**src/rtl/fnmadd_mul_stage_if.sv**
```systemverilog
// Handshake bundle between operand unpack, the FNMADD multiply stage
// and the align/add stage.
interface fnmadd_mul_stage_if #(
    parameter int EXP_WIDTH = 8,
    parameter int SIG_WIDTH = 23
);
    logic                     in_valid;
    logic                     in_ready;
    logic                     a_sign;
    logic                     b_sign;
    logic                     c_sign;
    logic [EXP_WIDTH-1:0]     a_exp;
    logic [EXP_WIDTH-1:0]     b_exp;
    logic [EXP_WIDTH-1:0]     c_exp;
    logic [SIG_WIDTH:0]       a_sig;
    logic [SIG_WIDTH:0]       b_sig;
    logic [SIG_WIDTH:0]       c_sig;
    logic                     a_sub;
    logic                     b_sub;
    logic                     c_sub;
    logic                     out_valid;
    logic                     out_ready;
    logic                     p_sign;
    logic [EXP_WIDTH+1:0]     p_exp;
    logic [2*SIG_WIDTH+1:0]   p_sig;
    logic                     p_zero;
    logic                     p_special;
    logic                     c_sign_o;
    logic [EXP_WIDTH-1:0]     c_exp_o;
    logic [SIG_WIDTH:0]       c_sig_o;
    logic                     c_sub_o;

    modport slave (
        input  in_valid, a_sign, b_sign, c_sign,
        input  a_exp, b_exp, c_exp,
        input  a_sig, b_sig, c_sig,
        input  a_sub, b_sub, c_sub, out_ready,
        output in_ready, out_valid, p_sign, p_exp,
        output p_sig, p_zero, p_special,
        output c_sign_o, c_exp_o, c_sig_o, c_sub_o
    );

    modport master (
        output in_valid, a_sign, b_sign, c_sign,
        output a_exp, b_exp, c_exp,
        output a_sig, b_sig, c_sig,
        output a_sub, b_sub, c_sub, out_ready,
        input  in_ready, out_valid, p_sign, p_exp,
        input  p_sig, p_zero, p_special,
        input  c_sign_o, c_exp_o, c_sig_o, c_sub_o
    );
endinterface

```
**src/rtl/fnmadd_mul_stage.sv**
```systemverilog
// FNMADD multiply stage: radix-2 shift-add significand product of A*B,
// product exponent, negated signs and registered C pass-through.
module fnmadd_mul_stage #(
    parameter int WIDTH     = 32,
    parameter int EXP_WIDTH = 8,
    parameter int SIG_WIDTH = 23,
    parameter int BIAS      = 127
) (
    input  logic clk,
    input  logic rst_n,
    fnmadd_mul_stage_if.slave bus
);
    localparam int EW = EXP_WIDTH + 2;
    localparam int PW = 2 * SIG_WIDTH + 2;
    localparam int CW = $clog2(SIG_WIDTH + 2);
    localparam logic [CW-1:0] LAST = CW'(SIG_WIDTH);

    if (!(WIDTH == 32 || WIDTH == 64)) begin : g_bad_width
        $error("fnmadd_mul_stage: WIDTH must be 32 or 64");
    end

    typedef enum logic [1:0] {
        IDLE = 2'd0,
        BUSY = 2'd1,
        DONE = 2'd2
    } state_t;

    state_t               state_q, state_d;
    logic                 in_ready_q, in_ready_d;
    logic                 out_valid_q, out_valid_d;
    logic                 p_sign_q, p_sign_d;
    logic [EW-1:0]        p_exp_q, p_exp_d;
    logic [PW-1:0]        acc_q, acc_d;
    logic                 p_zero_q, p_zero_d;
    logic                 p_special_q, p_special_d;
    logic                 c_sign_q, c_sign_d;
    logic [EXP_WIDTH-1:0] c_exp_q, c_exp_d;
    logic [SIG_WIDTH:0]   c_sig_q, c_sig_d;
    logic                 c_sub_q, c_sub_d;
    logic [PW-1:0]        mcand_q, mcand_d;
    logic [SIG_WIDTH:0]   mplier_q, mplier_d;
    logic [CW-1:0]        cnt_q, cnt_d;

    logic                 a_zero, b_zero;
    logic [EXP_WIDTH-1:0] a_eff_exp, b_eff_exp;
    logic [SIG_WIDTH:0]   a_eff_sig, b_eff_sig;

    // Operand classification; the hidden bit is not trusted for zeros
    always_comb begin
        a_zero = (bus.a_exp == '0)
               && (bus.a_sig[SIG_WIDTH-1:0] == '0);
        b_zero = (bus.b_exp == '0)
               && (bus.b_sig[SIG_WIDTH-1:0] == '0);
        a_eff_exp = (bus.a_exp == '0) ? EXP_WIDTH'(1) : bus.a_exp;
        b_eff_exp = (bus.b_exp == '0) ? EXP_WIDTH'(1) : bus.b_exp;
        a_eff_sig = {bus.a_sig[SIG_WIDTH] & ~bus.a_sub,
                     bus.a_sig[SIG_WIDTH-1:0]};
        b_eff_sig = {bus.b_sig[SIG_WIDTH] & ~bus.b_sub,
                     bus.b_sig[SIG_WIDTH-1:0]};
    end

    // Next-state, datapath and handshake outputs
    always_comb begin
        state_d     = state_q;
        p_sign_d    = p_sign_q;
        p_exp_d     = p_exp_q;
        acc_d       = acc_q;
        p_zero_d    = p_zero_q;
        p_special_d = p_special_q;
        c_sign_d    = c_sign_q;
        c_exp_d     = c_exp_q;
        c_sig_d     = c_sig_q;
        c_sub_d     = c_sub_q;
        mcand_d     = mcand_q;
        mplier_d    = mplier_q;
        cnt_d       = cnt_q;
        unique case (state_q)
            IDLE: begin
                if (bus.in_valid && in_ready_q) begin
                    p_sign_d    = ~(bus.a_sign ^ bus.b_sign);
                    p_exp_d     = EW'(a_eff_exp) + EW'(b_eff_exp)
                                - EW'(BIAS);
                    p_special_d = (&bus.a_exp) | (&bus.b_exp)
                                | (&bus.c_exp);
                    c_sign_d    = ~bus.c_sign;
                    c_exp_d     = bus.c_exp;
                    c_sig_d     = bus.c_sig;
                    c_sub_d     = bus.c_sub;
                    acc_d       = '0;
                    cnt_d       = '0;
                    mcand_d     = PW'(a_eff_sig);
                    mplier_d    = b_eff_sig;
                    if (a_zero || b_zero) begin
                        p_zero_d = 1'b1;
                        state_d  = DONE;
                    end else begin
                        p_zero_d = 1'b0;
                        state_d  = BUSY;
                    end
                end
            end
            BUSY: begin
                if (mplier_q[0]) begin
                    acc_d = acc_q + mcand_q;
                end
                mplier_d = mplier_q >> 1;
                mcand_d  = mcand_q << 1;
                cnt_d    = cnt_q + CW'(1);
                if (cnt_q == LAST) begin
                    state_d = DONE;
                end
            end
            DONE: begin
                if (bus.out_ready) begin
                    state_d = IDLE;
                end
            end
            default: state_d = IDLE;
        endcase
        in_ready_d  = (state_d == IDLE);
        out_valid_d = (state_d == DONE);
    end

    // State and datapath registers, cleared by async reset
    always_ff @(posedge clk or negedge rst_n) begin
        if (!rst_n) begin
            state_q     <= IDLE;
            in_ready_q  <= 1'b0;
            out_valid_q <= 1'b0;
            p_sign_q    <= 1'b0;
            p_exp_q     <= '0;
            acc_q       <= '0;
            p_zero_q    <= 1'b0;
            p_special_q <= 1'b0;
            c_sign_q    <= 1'b0;
            c_exp_q     <= '0;
            c_sig_q     <= '0;
            c_sub_q     <= 1'b0;
            mcand_q     <= '0;
            mplier_q    <= '0;
            cnt_q       <= '0;
        end else begin
            state_q     <= state_d;
            in_ready_q  <= in_ready_d;
            out_valid_q <= out_valid_d;
            p_sign_q    <= p_sign_d;
            p_exp_q     <= p_exp_d;
            acc_q       <= acc_d;
            p_zero_q    <= p_zero_d;
            p_special_q <= p_special_d;
            c_sign_q    <= c_sign_d;
            c_exp_q     <= c_exp_d;
            c_sig_q     <= c_sig_d;
            c_sub_q     <= c_sub_d;
            mcand_q     <= mcand_d;
            mplier_q    <= mplier_d;
            cnt_q       <= cnt_d;
        end
    end

    assign bus.in_ready  = in_ready_q;
    assign bus.out_valid = out_valid_q;
    assign bus.p_sign    = p_sign_q;
    assign bus.p_exp     = p_exp_q;
    assign bus.p_sig     = acc_q;
    assign bus.p_zero    = p_zero_q;
    assign bus.p_special = p_special_q;
    assign bus.c_sign_o  = c_sign_q;
    assign bus.c_exp_o   = c_exp_q;
    assign bus.c_sig_o   = c_sig_q;
    assign bus.c_sub_o   = c_sub_q;
endmodule

```
**src/flat_wrapper.sv**
```systemverilog
// flat-port wrapper written by rule: the top's interface ports become plain ports
module fnmadd_mul_stage_flat 
#(
    parameter int WIDTH     = 32,
    parameter int EXP_WIDTH = 8,
    parameter int SIG_WIDTH = 23,
    parameter int BIAS      = 127
)
  (clk, rst_n, bus_in_valid, bus_a_sign, bus_b_sign, bus_c_sign, bus_a_exp, bus_b_exp, bus_c_exp, bus_a_sig, bus_b_sig, bus_c_sig, bus_a_sub, bus_b_sub, bus_c_sub, bus_out_ready, bus_in_ready, bus_out_valid, bus_p_sign, bus_p_exp, bus_p_sig, bus_p_zero, bus_p_special, bus_c_sign_o, bus_c_exp_o, bus_c_sig_o, bus_c_sub_o);
  fnmadd_mul_stage_if #(.EXP_WIDTH(EXP_WIDTH), .SIG_WIDTH(SIG_WIDTH)) bus_i ();
  input  logic clk;
  input  logic rst_n;
  input wire logic [$bits(bus_i.in_valid)-1:0] bus_in_valid;
  input wire logic [$bits(bus_i.a_sign)-1:0] bus_a_sign;
  input wire logic [$bits(bus_i.b_sign)-1:0] bus_b_sign;
  input wire logic [$bits(bus_i.c_sign)-1:0] bus_c_sign;
  input wire logic [$bits(bus_i.a_exp)-1:0] bus_a_exp;
  input wire logic [$bits(bus_i.b_exp)-1:0] bus_b_exp;
  input wire logic [$bits(bus_i.c_exp)-1:0] bus_c_exp;
  input wire logic [$bits(bus_i.a_sig)-1:0] bus_a_sig;
  input wire logic [$bits(bus_i.b_sig)-1:0] bus_b_sig;
  input wire logic [$bits(bus_i.c_sig)-1:0] bus_c_sig;
  input wire logic [$bits(bus_i.a_sub)-1:0] bus_a_sub;
  input wire logic [$bits(bus_i.b_sub)-1:0] bus_b_sub;
  input wire logic [$bits(bus_i.c_sub)-1:0] bus_c_sub;
  input wire logic [$bits(bus_i.out_ready)-1:0] bus_out_ready;
  output wire logic [$bits(bus_i.in_ready)-1:0] bus_in_ready;
  output wire logic [$bits(bus_i.out_valid)-1:0] bus_out_valid;
  output wire logic [$bits(bus_i.p_sign)-1:0] bus_p_sign;
  output wire logic [$bits(bus_i.p_exp)-1:0] bus_p_exp;
  output wire logic [$bits(bus_i.p_sig)-1:0] bus_p_sig;
  output wire logic [$bits(bus_i.p_zero)-1:0] bus_p_zero;
  output wire logic [$bits(bus_i.p_special)-1:0] bus_p_special;
  output wire logic [$bits(bus_i.c_sign_o)-1:0] bus_c_sign_o;
  output wire logic [$bits(bus_i.c_exp_o)-1:0] bus_c_exp_o;
  output wire logic [$bits(bus_i.c_sig_o)-1:0] bus_c_sig_o;
  output wire logic [$bits(bus_i.c_sub_o)-1:0] bus_c_sub_o;
  assign bus_i.in_valid = bus_in_valid;
  assign bus_i.a_sign = bus_a_sign;
  assign bus_i.b_sign = bus_b_sign;
  assign bus_i.c_sign = bus_c_sign;
  assign bus_i.a_exp = bus_a_exp;
  assign bus_i.b_exp = bus_b_exp;
  assign bus_i.c_exp = bus_c_exp;
  assign bus_i.a_sig = bus_a_sig;
  assign bus_i.b_sig = bus_b_sig;
  assign bus_i.c_sig = bus_c_sig;
  assign bus_i.a_sub = bus_a_sub;
  assign bus_i.b_sub = bus_b_sub;
  assign bus_i.c_sub = bus_c_sub;
  assign bus_i.out_ready = bus_out_ready;
  assign bus_in_ready = bus_i.in_ready;
  assign bus_out_valid = bus_i.out_valid;
  assign bus_p_sign = bus_i.p_sign;
  assign bus_p_exp = bus_i.p_exp;
  assign bus_p_sig = bus_i.p_sig;
  assign bus_p_zero = bus_i.p_zero;
  assign bus_p_special = bus_i.p_special;
  assign bus_c_sign_o = bus_i.c_sign_o;
  assign bus_c_exp_o = bus_i.c_exp_o;
  assign bus_c_sig_o = bus_i.c_sig_o;
  assign bus_c_sub_o = bus_i.c_sub_o;
  fnmadd_mul_stage #(.WIDTH(WIDTH), .EXP_WIDTH(EXP_WIDTH), .SIG_WIDTH(SIG_WIDTH), .BIAS(BIAS)) u_core (.clk(clk), .rst_n(rst_n), .bus(bus_i));
endmodule
```
**config.mk**
```make
export PLATFORM = sky130hd
export DESIGN_NAME = fnmadd_mul_stage_flat
export DESIGN_NICKNAME = d
export VERILOG_FILES = /design/src/rtl/fnmadd_mul_stage_if.sv /design/src/rtl/fnmadd_mul_stage.sv /design/src/flat_wrapper.sv
export SDC_FILE = /design/constraint.sdc
export NUM_CORES = 1
export LEC_CHECK = 0
export ABC_CLOCK_PERIOD_IN_PS = 2600
export CORE_MARGIN = 10
export CORE_UTILIZATION = 47
export CTS_CLUSTER_DIAMETER = 120
export CTS_CLUSTER_SIZE = 24
export DETAILED_ROUTE_END_ITERATION = 12
export GPL_TIMING_DRIVEN = 0
export PLACE_DENSITY = 0.87
export SLEW_MARGIN = 20
export SYNTH_ARGS = -nofsm -noshare
export SYNTH_HDL_FRONTEND = slang
export SYNTH_SLANG_ARGS = --single-unit
```
**constraint.sdc**
```tcl
create_clock -name clk -period 2.6 [get_ports clk]
set_input_delay 0.26 -clock clk [delete_from_list [all_inputs] [get_ports clk]]
set_output_delay 0.26 -clock clk [all_outputs]
set_load 0.01 [all_outputs]
```
==> impl_metrics.json <==
{
  "outcome": "complete, but fails checks",
  "failed_checks": "negative setup slack",
  "grt_pass1_vias": 10160,
  "min_path_type": "input port to register",
  "finish.net_count": 1622,
  "switching_share": 0.4371,
  "grt_usage": 0.2290,
  "dieArea_um2": 27900,
  "post_dp_cell_area_um2": 12600,
  "worst_path_max_delay_cell": "dfrtp_1",
  "muxShareOfSynthArea": 0.001108,
  "fin_worst_skew_ns": 0.01165,
  "drtPass1Iterations": 7,
  "power.switching_uw": 6886,
  "rsz0062_at_grt": "yes",
  "worst_setup_path_start_kind": "register",
  "globalRouteOverflowTotal": 0,
  "final_area_um2": 14130,
  "p_clk_frac": 0.163,
  "antenna_left": 0,
  "syn_to_final_growth_pct": 39.05,
  "clk-insertion-delay-late_ns": 0.44,
  "antenna_found_initial": 0,
  "dp.final_hpwl_um": 23660,
  "routed_wl_um": 34740,
  "yosys.cell_types.count": 65,
  "drv_slew": 0,
  "worstPathRequired_ns": 2.89,
  "fin_util": 0.6680,
  "layout_commonest_cell": "nand2_1",
  "intPower_uw": 8867,
  "crit_arrival_ns": 3.22,
  "grt_pass1_wl_um": 52940,
  "hold_ws_ns": 0.3263,
  "period_minus_slack_ns": 2.930,
  "cts_tree": "done",
  "rows": 53,
  "synth_top_area_frac": 0.4334,
  "fin_crit_sh": 1.127,
  "vdd_drop_max_uv": 721.0,
  "ys_ff_latch": 176,
  "synth.net_count": 1352,
  "synth-edff-count": 0,
  "path_clk_slew_ns": 0.07,
  "clockBufferDepth": 2,
  "hold_viol": 0,
  "critPathBufInv": 1,
  "numCtsBuffers": 17,
  "slowest_delay_ns": 0.44,
  "layout_common_cells": "nand2_1, clkdlybuf4s50_1, dfrtp_1",
  "crit_path_cell_trace": "ha_1 -> a21oi_1 -> a211o_1 -> buf_6 -> a31oi_4 -> o31ai_4 -> o21ai_2 -> a311oi_2 -> xor2_1 -> o21ai_1",
  "worst-setup-path-type": "register to register",
  "drtIter0Drc": 1045,
  "initial_core_util": 0.4804,
  "htreeDepth": 4,
  "seq_area_frac_synth": 0.4334,
  "async_reset_ff_frac": 1.000,
  "drc": 0,
  "critPathCaptureType": "register",
  "p_leak_uw": 0.006281,
  "combinationalPowerShare": 0.533,
  "die_x_um": 167.0,
  "ys.flop_type": "dfrtp_1",
  "setup_violations": 21,
  "synth_area_leaders": "dfrtp_1, nand2_1, ha_1",
  "synth-simple-area-share": 0.2022,
  "synth_top_family_by_area": "compound AO/OA/AOI/OAI gates",
  "clock-sinks": 176,
  "fill_cells": 1571,
  "cp_max_fo": 5,
  "worstMarginPinSlew_ns": 0.7467,
  "p_seq_frac": 0.305,
  "layout-drive-gt1-share": 0.1415,
  "synthesis.area_per_instance_um2": 8.561,
  "io_buffers": 202,
  "yosysWarnings": 0,
  "critPathTopFamily": "compound AO/OA/AOI/OAI gates",
  "vias": 10310,
  "dieHeight_um": 167.0,
  "setup_slack_ns": -0.3301,
  "synthCells": 1187,
  "netlist_area_um2": 10160,
  "routedWlPerCell_um": 19.91,
  "synthAdderAreaFrac": 0.07412,
  "synth-compound-area-share": 0.2066,
  "fmax_ghz": 0.3413,
  "io_pins": 203,
  "root_buffer": "clkbuf_16",
  "grt_max_degree": 99,
  "post_synth_xor_area_fraction": 0.04654,
  "fp.coreArea_um2": 21150,
  "pwr_density_cell_nw_per_um2": 1115,
  "yosys.area.top_type": "dfrtp_1",
  "drt-vias-per-instance": 5.910,
  "p_total_uw": 15750,
  "n_antenna_cell": 0,
  "preCtsSetupSlack_ns": -0.8631,
  "slew_headroom": 0.5022,
  "globalplace.congestion": 0.9294,
  "max-cap-violations": 0
}
==> worst register-to-register path: stages (launching register included) <==
cell      delay, ns
dfrtp_1        0.44
ha_1           0.41
a21oi_1        0.44
a211o_1        0.27
buf_6          0.12
a31oi_4        0.09
o31ai_4        0.38
o21ai_2        0.13
a311oi_2       0.28
xor2_1         0.17
o21ai_1        0.07
==> power by group through the flow <==
stage	Clock (uW)	Sequential (uW)	Combinational, uW
global route	2700	4920	9100
floorplan	0	4800	4230
global placement	0	4690	6980
detailed placement	0	4730	7240
CTS	2570	4730	7710
finish	2560	4800	8390
==> logic make-up (layout without fill, tap and decap cells) <==
| group | Yosys count | in the layout |
|---|---|---|
| fa+ha+maj | 59 | 59 |
| mux | 1 | 1 |
| simple gates | 478 | 478 |
| flops | 176 | 176 |
| compound gates | 324 | 324 |
| xor+xnor | 54 | 54 |
| buf+inv | 95 | 378 |
==> repair_timing <==
| item | 4_1_cts | 5_1_grt |
|---|---|---|
| pin swaps | 50 | 56 |
| endpoints found under the setup margin | 52 | 46 |
| cloned | 0 | 0 |
| setup buffers | 34 | 23 |
| hold buffers | 1 | 0 |
| gates resized for setup | 86 | 87 |
| hold endpoints to repair | 78 | 0 |
==> final timing paths <==
| check | startpoint | endpoint | slack [ns] | cells after the start |
|---|---|---|---|---|
| max | u_core.bus.p_sig[7] | u_core.bus.p_sig[44] | -0.33 | 10 |
| min | bus_a_exp[5] | u_core.bus.p_special | 0.33 | 5 |
| max reg2reg | u_core.bus.p_sig[7] | u_core.bus.p_sig[44] | -0.33 | 10 |
| min reg2reg | u_core.bus.c_sig_o[23] | u_core.bus.c_sig_o[23] | 0.48 | 2 |
| max in group asynchronous | rst_n | u_core.mcand_q[1] | 1.25 | 3 |
| min in group asynchronous | rst_n | u_core.mcand_q[32] | 0.41 | 2 |
==> stage by stage <==
stage	std cells	TNS, ns
5_1_grt	1745	-4.994
6_report	1745	-2.985
2_1_floorplan	1187	-0.04371
3_3_place_gp	1664	-1076.68
3_5_place_dp	1665	-25.47
4_1_cts	1728	-1.812
==> cell usage after synthesis (7+ instances only) <==
cell type	number
clkbuf_1	62
xnor2_1	29
nor4_1	11
nand2_1	287
nor3_1	10
a22oi_1	23
o21bai_1	14
inv_1	22
nor2_1	82
o21ai_1	7
o22ai_1	25
nand4_1	20
ha_1	57
xor2_1	25
buf_1	7
o21ai_0	104
dfrtp_1	176
a21oi_1	68
nand3_1	28
a31oi_1	7
a21o_1	26
==> cell type report <==
| type | instances | area, um2 | area share |
|---|---|---|---|
| Multi-Input combinational cell | 916 | 5954 | 0.4214 |
| Sequential cell | 176 | 4408 | 0.3119 |
| Timing Repair Buffer | 259 | 2506 | 0.1773 |
| Clock buffer | 18 | 429.2 | 0.03037 |
| Tap cell | 275 | 344.1 | 0.02435 |
| Buffer | 65 | 261.5 | 0.01851 |
| Clock inverter | 14 | 145.1 | 0.01027 |
| Inverter | 22 | 82.58 | 0.005844 |
==> flip-flops by register name (all words and copies together), names as in the netlist, 2 cells and up <==
register,count
u_core.bus.p_sig,48
u_core.mcand_q,48
u_core.bus.c_sig_o,24
u_core.mplier_q,24
u_core.bus.p_exp,10
u_core.bus.c_exp_o,8
u_core.cnt_q,5
u_core.state_q,2
==> routing by layer <==
| metal | GRT usage | vias up | routed length [um] |
|---|---|---|---|
| li1 | - | 4698 | - |
| met1 | 0.2746 | 4933 | 13320 |
| met2 | 0.3895 | 563 | 17180 |
| met3 | 0.05084 | 119 | 2888 |
| met4 | 0.09126 | 0 | 1351 |
| met5 | 0 | - | 0 |
(Power assumes the default switching activity.)
